### src/rtl/crypto_top.sv
// crypto_top: one-cycle registered S-DES encrypt/decrypt of an 8-bit block
// under a 10-bit key, plus a running 32-bit FNV-1a-style hash that absorbs
// every registered cipher output.
module crypto_top #(
   parameter logic [31:0] HASH_INIT  = 32'h811C9DC5,
   parameter logic [31:0] HASH_PRIME = 32'h01000193
) (
   input  logic        clk,
   input  logic        reset,
   input  logic [7:0]  data_in,
   input  logic [9:0]  key,
   input  logic        mode,
   output logic [7:0]  sdes_data_out,
   output logic [31:0] final_hash
);

   // Permutations: table position 1 is the MSB, so position p of an n-bit
   // vector is bit [n-p].

   // P10 = 3 5 2 7 4 10 1 9 8 6
   function automatic logic [9:0] p10(input logic [9:0] k);
      return {k[7], k[5], k[8], k[3], k[6], k[0], k[9], k[1], k[2], k[4]};
   endfunction

   // P8 = 6 3 7 4 8 5 10 9
   function automatic logic [7:0] p8(input logic [9:0] k);
      return {k[4], k[7], k[3], k[6], k[2], k[5], k[0], k[1]};
   endfunction

   // IP = 2 6 3 1 4 8 5 7
   function automatic logic [7:0] ip(input logic [7:0] d);
      return {d[6], d[2], d[5], d[7], d[4], d[0], d[3], d[1]};
   endfunction

   // IP^-1 = 4 1 3 5 7 2 8 6
   function automatic logic [7:0] ip_inv(input logic [7:0] d);
      return {d[4], d[7], d[5], d[3], d[1], d[6], d[0], d[2]};
   endfunction

   // EP = 4 1 2 3 2 3 4 1
   function automatic logic [7:0] ep(input logic [3:0] r);
      return {r[0], r[3], r[2], r[1], r[2], r[1], r[0], r[3]};
   endfunction

   // P4 = 2 4 3 1
   function automatic logic [3:0] p4(input logic [3:0] s);
      return {s[2], s[0], s[1], s[3]};
   endfunction

   // 5-bit rotate left by 1
   function automatic logic [4:0] rol1(input logic [4:0] h);
      return {h[3:0], h[4]};
   endfunction

   // 5-bit rotate left by 3
   function automatic logic [4:0] rol3(input logic [4:0] h);
      return {h[1:0], h[4:2]};
   endfunction

   // S0: row = bits 1,4 ; column = bits 2,3
   function automatic logic [1:0] sbox0(input logic [3:0] n);
      logic [3:0] idx;
      logic [1:0] v;
      idx = {n[3], n[0], n[2], n[1]};
      case (idx)
         4'd0:  v = 2'd1;
         4'd1:  v = 2'd0;
         4'd2:  v = 2'd3;
         4'd3:  v = 2'd2;
         4'd4:  v = 2'd3;
         4'd5:  v = 2'd2;
         4'd6:  v = 2'd1;
         4'd7:  v = 2'd0;
         4'd8:  v = 2'd0;
         4'd9:  v = 2'd2;
         4'd10: v = 2'd1;
         4'd11: v = 2'd3;
         4'd12: v = 2'd3;
         4'd13: v = 2'd1;
         4'd14: v = 2'd3;
         default: v = 2'd2;
      endcase
      return v;
   endfunction

   // S1: row = bits 1,4 ; column = bits 2,3
   function automatic logic [1:0] sbox1(input logic [3:0] n);
      logic [3:0] idx;
      logic [1:0] v;
      idx = {n[3], n[0], n[2], n[1]};
      case (idx)
         4'd0:  v = 2'd0;
         4'd1:  v = 2'd1;
         4'd2:  v = 2'd2;
         4'd3:  v = 2'd3;
         4'd4:  v = 2'd2;
         4'd5:  v = 2'd0;
         4'd6:  v = 2'd1;
         4'd7:  v = 2'd3;
         4'd8:  v = 2'd3;
         4'd9:  v = 2'd0;
         4'd10: v = 2'd1;
         4'd11: v = 2'd0;
         4'd12: v = 2'd2;
         4'd13: v = 2'd1;
         4'd14: v = 2'd0;
         default: v = 2'd3;
      endcase
      return v;
   endfunction

   // Round function F(R, K)
   function automatic logic [3:0] f_func(input logic [3:0] r, input logic [7:0] k);
      logic [7:0] x;
      x = ep(r) ^ k;
      return p4({sbox0(x[7:4]), sbox1(x[3:0])});
   endfunction

   // fK(L, R, K) = (L xor F(R, K), R)
   function automatic logic [7:0] fk(input logic [7:0] d, input logic [7:0] k);
      return {d[7:4] ^ f_func(d[3:0], k), d[3:0]};
   endfunction

   logic [9:0]  key_p10;
   logic [7:0]  k1;
   logic [7:0]  k2;
   logic [7:0]  key_a;
   logic [7:0]  key_b;
   logic [7:0]  stage_ip;
   logic [7:0]  stage_r1;
   logic [7:0]  stage_sw;
   logic [7:0]  stage_r2;
   logic [7:0]  sdes_next;
   logic [31:0] hash_next;

   // Key schedule and cipher datapath; decrypt simply swaps the subkey order
   always_comb begin
      key_p10   = p10(key);
      k1        = p8({rol1(key_p10[9:5]), rol1(key_p10[4:0])});
      k2        = p8({rol3(key_p10[9:5]), rol3(key_p10[4:0])});
      key_a     = mode ? k2 : k1;
      key_b     = mode ? k1 : k2;
      stage_ip  = ip(data_in);
      stage_r1  = fk(stage_ip, key_a);
      stage_sw  = {stage_r1[3:0], stage_r1[7:4]};
      stage_r2  = fk(stage_sw, key_b);
      sdes_next = ip_inv(stage_r2);
      hash_next = (final_hash ^ {24'h0, sdes_data_out}) * HASH_PRIME;
   end

   // Output and hash registers; hash absorbs the pre-edge cipher output
   always_ff @(posedge clk) begin
      if (reset) begin
         sdes_data_out <= '0;
         final_hash    <= HASH_INIT;
      end else begin
         sdes_data_out <= sdes_next;
         final_hash    <= hash_next;
      end
   end

endmodule

### config.mk
export PLATFORM = sky130hd
export DESIGN_NAME = crypto_top
export DESIGN_NICKNAME = d
export VERILOG_FILES = /design/src/rtl/crypto_top.sv
export SDC_FILE = /design/constraint.sdc
export NUM_CORES = 1
export LEC_CHECK = 0
export BUFFER_PORTS_ARGS = -buffer_cell sky130_fd_sc_hd__buf_2
export CAP_MARGIN = 5
export CORE_MARGIN = 10
export CORE_UTILIZATION = 65
export CTS_CLUSTER_DIAMETER = 200
export DETAILED_ROUTE_END_ITERATION = 8
export PLACE_DENSITY = 0.89
export SKIP_CTS_REPAIR_TIMING = 1
export SLEW_MARGIN = 15
export SYNTH_ARGS = -nofsm -noshare
export SYNTH_HDL_FRONTEND = slang
export SYNTH_SLANG_ARGS = --single-unit
### constraint.sdc
create_clock -name clk -period 12.2 [get_ports clk]
set_clock_uncertainty 0.1 [all_clocks]
set_input_delay 1.83 -clock clk [delete_from_list [all_inputs] [get_ports clk]]
set_output_delay 1.83 -clock clk [all_outputs]
set_load 0.005 [all_outputs]
==> results of run 1 <==
## state kept, by name, indices dropped and copies added (netlist names)
register	count
sdes_data_out	8
final_hash	32
## per-stage QoR
step	std cells	utilization, %
floorplan	773	-
global placement	970	70.0
detailed placement	970	70.0
CTS	977	71.4
global route	977	71.4
finish	978	71.4
## routing by layer
layer	GRT usage (%)	routed length [µm]	share of wire (%)	vias up
met5	0	0	0	-
met4	8.15	616	3.5	0
met3	3.31	942	5.3	40
met2	40.4	9040	51	145
met1	26.2	7230	41	2721
li1	-	-	-	2657
## layout make-up
class	count	area [µm²]	area share, %
flip-flops and latches	40	801	9.82
multi-input cells	551	6050	74.2
well taps	143	179	2.19
clock buffers	7	153	1.87
diodes	1	2.50	0.0307
repair buffers	61	308	3.78
inverters	175	657	8.06
## synthesized netlist by cell type (7+ instances only)
cell | number | area share (%)
o21a_1 | 7 | 0.70
nand3_1 | 8 | 0.53
a21o_1 | 25 | 2.5
nand2_1 | 10 | 0.50
fa_1 | 74 | 20
nor3_1 | 8 | 0.53
dfxtp_1 | 40 | 11
ha_1 | 186 | 31
mux2i_1 | 16 | 2.1
nor2_1 | 30 | 1.5
o21ai_0 | 11 | 0.73
nand2b_1 | 11 | 0.91
xor2_1 | 34 | 3.9
a21oi_1 | 24 | 1.6
xnor2_1 | 36 | 4.2
inv_1 | 175 | 8.7
## worst register-to-register path: stages, from the launching register on
cell,delay [ns]
dfxtp_1,0.40
xor2_1,0.57
ha_1,0.36
ha_1,0.33
fa_1,0.47
ha_1,0.24
fa_1,0.45
ha_1,0.29
inv_1,0.04
fa_1,0.47
inv_1,0.04
ha_1,0.34
nand3_1,0.12
nor3_1,0.39
nand3_1,0.17
a31oi_1,0.28
o41a_1,0.22
a41o_1,0.27
a21oi_1,0.10
or2_2,0.28
a21oi_1,0.12
## final timing paths
kind                    start             end  cells after the start  slack [ns]
max          sdes_data_out[7]  final_hash[29]                     20        6.06
min             final_hash[0]   final_hash[0]                      3        0.68
max reg2reg  sdes_data_out[7]  final_hash[29]                     20        6.06
min reg2reg     final_hash[0]   final_hash[0]                      3        0.68
## cells in the final DEF (no fill, tap or decap), types with 3 or more instances in the layout
| master | count |
|---|---|
| nor2b_1 | 5 |
| o21a_1 | 7 |
| o21ai_0 | 11 |
| o21bai_1 | 3 |
| xor2_1 | 34 |
| nand2b_1 | 11 |
| a211oi_1 | 4 |
| inv_1 | 175 |
| a21oi_1 | 24 |
| and3_1 | 4 |
| mux2i_1 | 16 |
| buf_2 | 60 |
| dfxtp_1 | 40 |
| ha_1 | 186 |
| clkbuf_16 | 5 |
| mux2_2 | 5 |
| nand2_1 | 10 |
| nor3_1 | 8 |
| xnor2_1 | 36 |
| and2_1 | 3 |
| xnor3_1 | 6 |
| nand3_1 | 8 |
| nand4_1 | 3 |
| o211ai_1 | 5 |
| fa_1 | 74 |
| a21o_1 | 25 |
| or2_2 | 3 |
| nor2_1 | 30 |
## cells by family after synthesis
kind of cell / Yosys count / synth area share (%)
xor gates and xnor gates: 80 / 10.9
muxes: 27 / 4.13
buffers and inverters: 182 / 9.24
and+or+nand+nor: 89 / 5.93
DFF: 40 / 10.6
AOI/OAI and AO/OA: 95 / 8.75
adders and majority gates: 260 / 50.4
==> metrics.md, run 1 <==
| Metric | Value |
|---|---|
| Yosys Warn Count | `0` |
| Die Wd | `128 µm` |
| Slew @ Worst Pin | `0.797 ns` |
| Mapped Nets | `1054` |
| Worst-case clock buffer depth | `2` |
| Starting Density | `between 60% and 70%` |
| Area Overhead vs Synth | `7.95%` |
| Status | `finished clean` |
| Fmax | `between 150 and 200 MHz` |
| Min setup slack post-route | `6.06 ns` |
| Die Area | `16300 µm²` |
| CP Cell Sequence | `xor2_1 -> ha_1 -> ha_1 -> fa_1 -> ha_1 -> fa_1 -> ha_1 -> inv_1 -> fa_1 -> inv_1 -> ha_1 -> nand3_1 -> nor3_1 -> nand3_1 -> a31oi_1 -> o41a_1 -> a41o_1 -> a21oi_1 -> or2_2 -> a21oi_1` |
| Post-DP HPWL | `~15 mm` |
| Slowest CP cell | `xor2_1` |
| Crit path capture type | `flop` |
| Top cell by count, worst path | `ha_1` |
| Largest net degree at the start of global routing | `43` |
| Global-route wire length before repair | `30.0 mm` |
| GPL Wtd Cong | `0.929` |
| First DRT Iteration DRCs | `273` |
| Clk pin slew, worst setup/hold paths | `0.06 ns` |
| Crit Path Category | `reg -> reg` |
| Final setup violating endpoints | `0` |
| CTS tree | `done` |
| Setup crit start kind | `flop` |
| Fillers | `between 800 and 900` |
| Worst slew margin | `46.8%` |
| Max-Cap Viols | `0` |
| Final min period | `6.14 ns` |
| Syn_area_per_cell | `9.77 µm²` |
| FFs w/ async S/R, synth | `0%` |
| Post-route ant nets | `0` |
| Tcrit/Tclk final | `50.3%` |
| Final #Nets | `roughly 1100` |
| Fin. Hold Viols | `0` |
| CP max stage delay | `roughly 0.56 ns` |
| Wire per inst | `18.2 µm` |
| Die Height | `128 µm` |
| CP Buf/Inv Count | `2` |
| Vias | `5563` |
| GRT Residual Overflow | `0` |
| Design area | `8150 µm²` |
| WP data required | `12.30 ns` |
| CP arrival | `6.24 ns` |
| Cell Area, Placed | `8000 µm²` |
| Peak fanout along the critical path | `6` |
| Pre-CTS setup slack | `6.15 ns` |
| Mapped Area | `7550 µm²` |
| Clock root buffer | `clkbuf_16` |
| CTS sink count | `40` |
| Fin Setup TNS | `0 ns` |
| All-Layer GR Usage | `between 20 and 25%` |
| Vias per cell | `5.69` |
| First-pass iteration count of the detailed router | `5` |
| EDFF count, synth | `0` |
| Number of buffers added on ports | `60` |
| Flops & latches, synth | `40` |
| Seq/Total Area, Yosys | `10.6%` |
| WL final | `17.8 mm` |
| Vias in the first global route | `6170` |
| # H-tree levels | `2` |
| Clk_lat worst skew | `roughly 0.28 ns` |
| Num CTS Buffers | `5` |
| Layout cell share with drive strength beyond 1 | `10.8%` |
| Crit path max-delay family | `adder cells` |
| Initial antenna violation count | `0` |
| Gate Count Post-Synth | `~770` |
| CORE AREA | `11400 µm²` |
| Hold WS | `0.682 ns` |
| # DRC | `0` |
| Ys flop type | `dfxtp_1` |
| RSZ-0062 raised after global routing | `false` |
| Fin. max-slew vios | `0` |
| I/O pin cnt | `61` |
| Synth cell types | `52` |
| Cell Rows | `39` |
| HP Class | `reg -> reg` |
Power of run 1 is not shown: default switching activity piles up to over one toggle a cycle in this logic, so the estimate is an artifact.
==> run 2: changes to the inputs <==
--- a/config.mk
+++ b/config.mk
@@ -5,13 +5,14 @@
 export SDC_FILE = /design/constraint.sdc
 export NUM_CORES = 1
 export LEC_CHECK = 0
+export ABC_AREA = 1
 export BUFFER_PORTS_ARGS = -buffer_cell sky130_fd_sc_hd__buf_2
 export CAP_MARGIN = 5
 export CORE_MARGIN = 10
-export CORE_UTILIZATION = 65
+export CORE_UTILIZATION = 63
 export CTS_CLUSTER_DIAMETER = 200
 export DETAILED_ROUTE_END_ITERATION = 8
-export PLACE_DENSITY = 0.89
+export PLACE_DENSITY = 0.86
 export SKIP_CTS_REPAIR_TIMING = 1
 export SLEW_MARGIN = 15
 export SYNTH_ARGS = -nofsm -noshare
==> constraint.sdc (replaced) <==
create_clock -name clk -period 5.85 [get_ports clk]
set_clock_uncertainty 0.1 [all_clocks]
set_input_delay 0.8775 -clock clk [delete_from_list [all_inputs] [get_ports clk]]
set_output_delay 0.8775 -clock clk [all_outputs]
set_load 0.005 [all_outputs]
==> metrics.md, run 2 <==
| Metric | Value |
|---|---|
| Status | `finished clean` |
| Register area | `801 µm² (unchanged)` |
| Peak fanout along the critical path | `6 (unchanged)` |
| Synth area leaders | `ha_1 31%, fa_1 20%, dfxtp_1 11%` |
| Reg2reg start | `final_hash[17]` |
| Largest net degree at the start of global routing | `28 (-35%)` |
| Fin. Hold Viols | `0 (unchanged)` |
| Worst slew margin | `45.7% (-1.1 points)` |
| Clk_lat worst skew | `0.29 ns (about the same)` |
| FFs w/ async S/R, synth | `0% (unchanged)` |
| Vias per cell | `5.48 (-3.7%)` |
| Setup crit start kind | `flop` |
| Hold path cells | `2 (-1)` |
| EDFF count, synth | `0 (unchanged)` |
| Number of buffers added on ports | `60 (unchanged)` |
| Initial antenna violation count | `0 (unchanged)` |
| Most common cell in the netlist | `inv_1` |
| R2r worst-path depth | `18 (-10%)` |
| Area Overhead vs Synth | `8.98%` |
| Vias | `6408 (+15%)` |
| Post-DP HPWL | `15.7 mm (+4.3%)` |
| # H-tree levels | `2 (unchanged)` |
| CTS sink count | `40 (unchanged)` |
| R2r setup slk | `0.29 ns (-5.77 ns)` |
| GPL Wtd Cong | `0.927 (-0.16%)` |
| Area of the multi-input gates | `5980 µm² (-1.2%)` |
| Commonest cells after routing, fill and taps aside | `209 x inv_1, 186 x ha_1, 164 x nand2_1` |
| Mapped Nets | `1231 (+17%)` |
| Mapped Area | `7600 µm² (+0.58%)` |
| GR peak layer | `met2` |
| Tcrit/Tclk final | `95.0% (+45 points)` |
| RSZ-0062 raised after global routing | `false` |
| Seq/Total Area, Yosys | `10.5% (-0.061 points)` |
| Crit Path Category | `reg -> reg` |
| Crit Reg-Reg Endpoint | `final_hash[31]` |
| I/O pin cnt | `61 (unchanged)` |
| CP arrival | `5.60 ns (-0.64 ns)` |
| Post-route ant nets | `0 (unchanged)` |
| Slew @ Worst Pin | `0.813 ns (+0.0157 ns)` |
| First-pass iteration count of the detailed router | `8 (+3)` |
| All-Layer GR Usage | `22.7% (+0.25 points)` |
| Fin. max-slew vios | `0 (unchanged)` |
| Largest registers | `final_hash x32, sdes_data_out x8` |
| CORE AREA | `11900 µm² (+4.3%)` |
| Most flop-heavy register | `final_hash` |
| Ys flop type | `dfxtp_1` |
| Die Height | `130 µm (+1.6%)` |
| Fmax | `180 MHz (+10%)` |
| HP Class | `reg -> reg` |
| Fin Setup TNS | `0 ns (unchanged)` |
| Crit path capture type | `flop` |
| Clk pin slew, worst setup/hold paths | `0.06 ns (about the same)` |
| Hold Startpoint | `final_hash[0]` |
| Starting Density | `63.8% (-2.4 points)` |
| First DRT Iteration DRCs | `360 (+32%)` |
| Num CTS Buffers | `5 (unchanged)` |
| Final setup violating endpoints | `0 (unchanged)` |
| Final min period | `5.56 ns (-0.583 ns)` |
| Die Area | `16800 µm² (+3.2%)` |
| Max reg flops | `32 (unchanged)` |
| GRT Residual Overflow | `0 (unchanged)` |
| Gate Count Post-Synth | `950 (+23%)` |
| Met2 GRT Util | `39.2% (-1.2 points)` |
| Syn_area_per_cell | `8.00 µm² (-18%)` |
| Global-route wire length before repair | `30.9 mm (+3.0%)` |
| Max-Cap Viols | `0 (unchanged)` |
| Synth cell count leaders | `209 x inv_1, 186 x ha_1, 164 x nand2_1, 74 x fa_1, 52 x nand3_1` |
| WL final | `18.3 mm (+2.4%)` |
| Top cell type by total area after synthesis | `ha_1` |
| Clock root buffer | `clkbuf_16` |
| Yosys Warn Count | `0 (unchanged)` |
| Endpoint, Worst Hold | `final_hash[0]` |
| Vias in the first global route | `6499 (+5.3%)` |
| Die Wd | `130 µm (+1.6%)` |
| Layout cell share with drive strength beyond 1 | `9.87% (-0.92 points)` |
| Worst-case clock buffer depth | `2 (unchanged)` |
| Fillers | `953 (+13%)` |
| M1 GR Usage | `29.5% (+3.3 points)` |
| Cell Rows | `40 (+2.6%)` |
| Final #Nets | `1303 (+17%)` |
| Met3 usage | `2.60% (-0.71 points)` |
| Synth top area share | `30.6% (-0.18 points)` |
| # DRC | `0 (unchanged)` |
| Most common cell after layout, fill and taps aside | `inv_1` |
| N_diodes | `0 (-1)` |
| Flops & latches, synth | `40 (unchanged)` |
| WP data required | `5.89 ns (-6.41 ns)` |
| CTS tree | `done` |
| Synth cell types | `35 (-33%)` |
| Wire per inst | `15.6 µm (-14%)` |
[run 2: metrics by stage]
stage / setup WS (ns) / std cells / instance area [µm²] / hold slack, ns / util [%]
final: 0.295 / 1170 / 8280 / 0.406 / 69.5
after global placement: 0.523 / 1162 / 8130 / 0.385 / 68.2
after global routing: 0.0550 / 1170 / 8280 / 0.427 / 69.5
after detailed placement: 0.396 / 1162 / 8130 / 0.391 / 68.2
after floorplan: 0.996 / 950 / 7600 / 0.392 / -
after CTS: 0.353 / 1170 / 8280 / 0.410 / 69.5
[run 2: worst max-delay path by stage]
stage / startpoint / end / slack [ns]
after CTS: final_hash[17] / final_hash[31] / 0.35
after global routing: final_hash[19] / final_hash[31] / 0.05
after floorplan: final_hash[17] / final_hash[31] / 1.0
after global placement: final_hash[17] / final_hash[31] / 0.52
after detailed placement: final_hash[17] / final_hash[31] / 0.40
final: final_hash[17] / final_hash[31] / 0.29
[run 2: worst max-delay path: stages (launching register included)]
cell	delay (ns)
dfxtp_1	0.54
ha_1	0.32
ha_1	0.30
fa_1	0.49
ha_1	0.23
fa_1	0.54
inv_1	0.05
fa_1	0.48
fa_1	0.57
inv_1	0.05
ha_1	0.35
nand2_1	0.11
nor4_1	0.43
nand3_1	0.14
nand3_1	0.17
a21oi_1	0.11
o21ai_0	0.23
nand2b_1	0.14
nand3_1	0.06
[run 2: cells by family (layout without fill, tap and decap cells)]
logic type | Yosys count | after routing | share of synthesized area [%]
AO/OA/AOI/OAI | 112 | 112 | 8.22
XOR/XNOR | 30 | 30 | 3.46
adder cells (fa/ha/maj) | 260 | 260 | 50.1
buffers and inverters | 215 | 288 | 10.7
flip-flops | 40 | 40 | 10.5
AND/OR/NAND/NOR | 293 | 293 | 16.9
[run 2: layout make-up]
cell class                 instances  area share, %
tap                              147           2.22
sequential                        40           9.67
clock buffer                       7           1.72
timing repair buffer              69           4.44
clock inverter                     1         0.0907
multi-input combinational        695           72.3
inverter                         211           9.57
[run 2: per-layer routing]
layer	share of wire (%)	vias to the layer above
li1	-	3177
met4	2.1	0
met1	44	3000
met5	0	-
met3	5.7	33
met2	48	198
Power of run 2 is left out for the same reason.
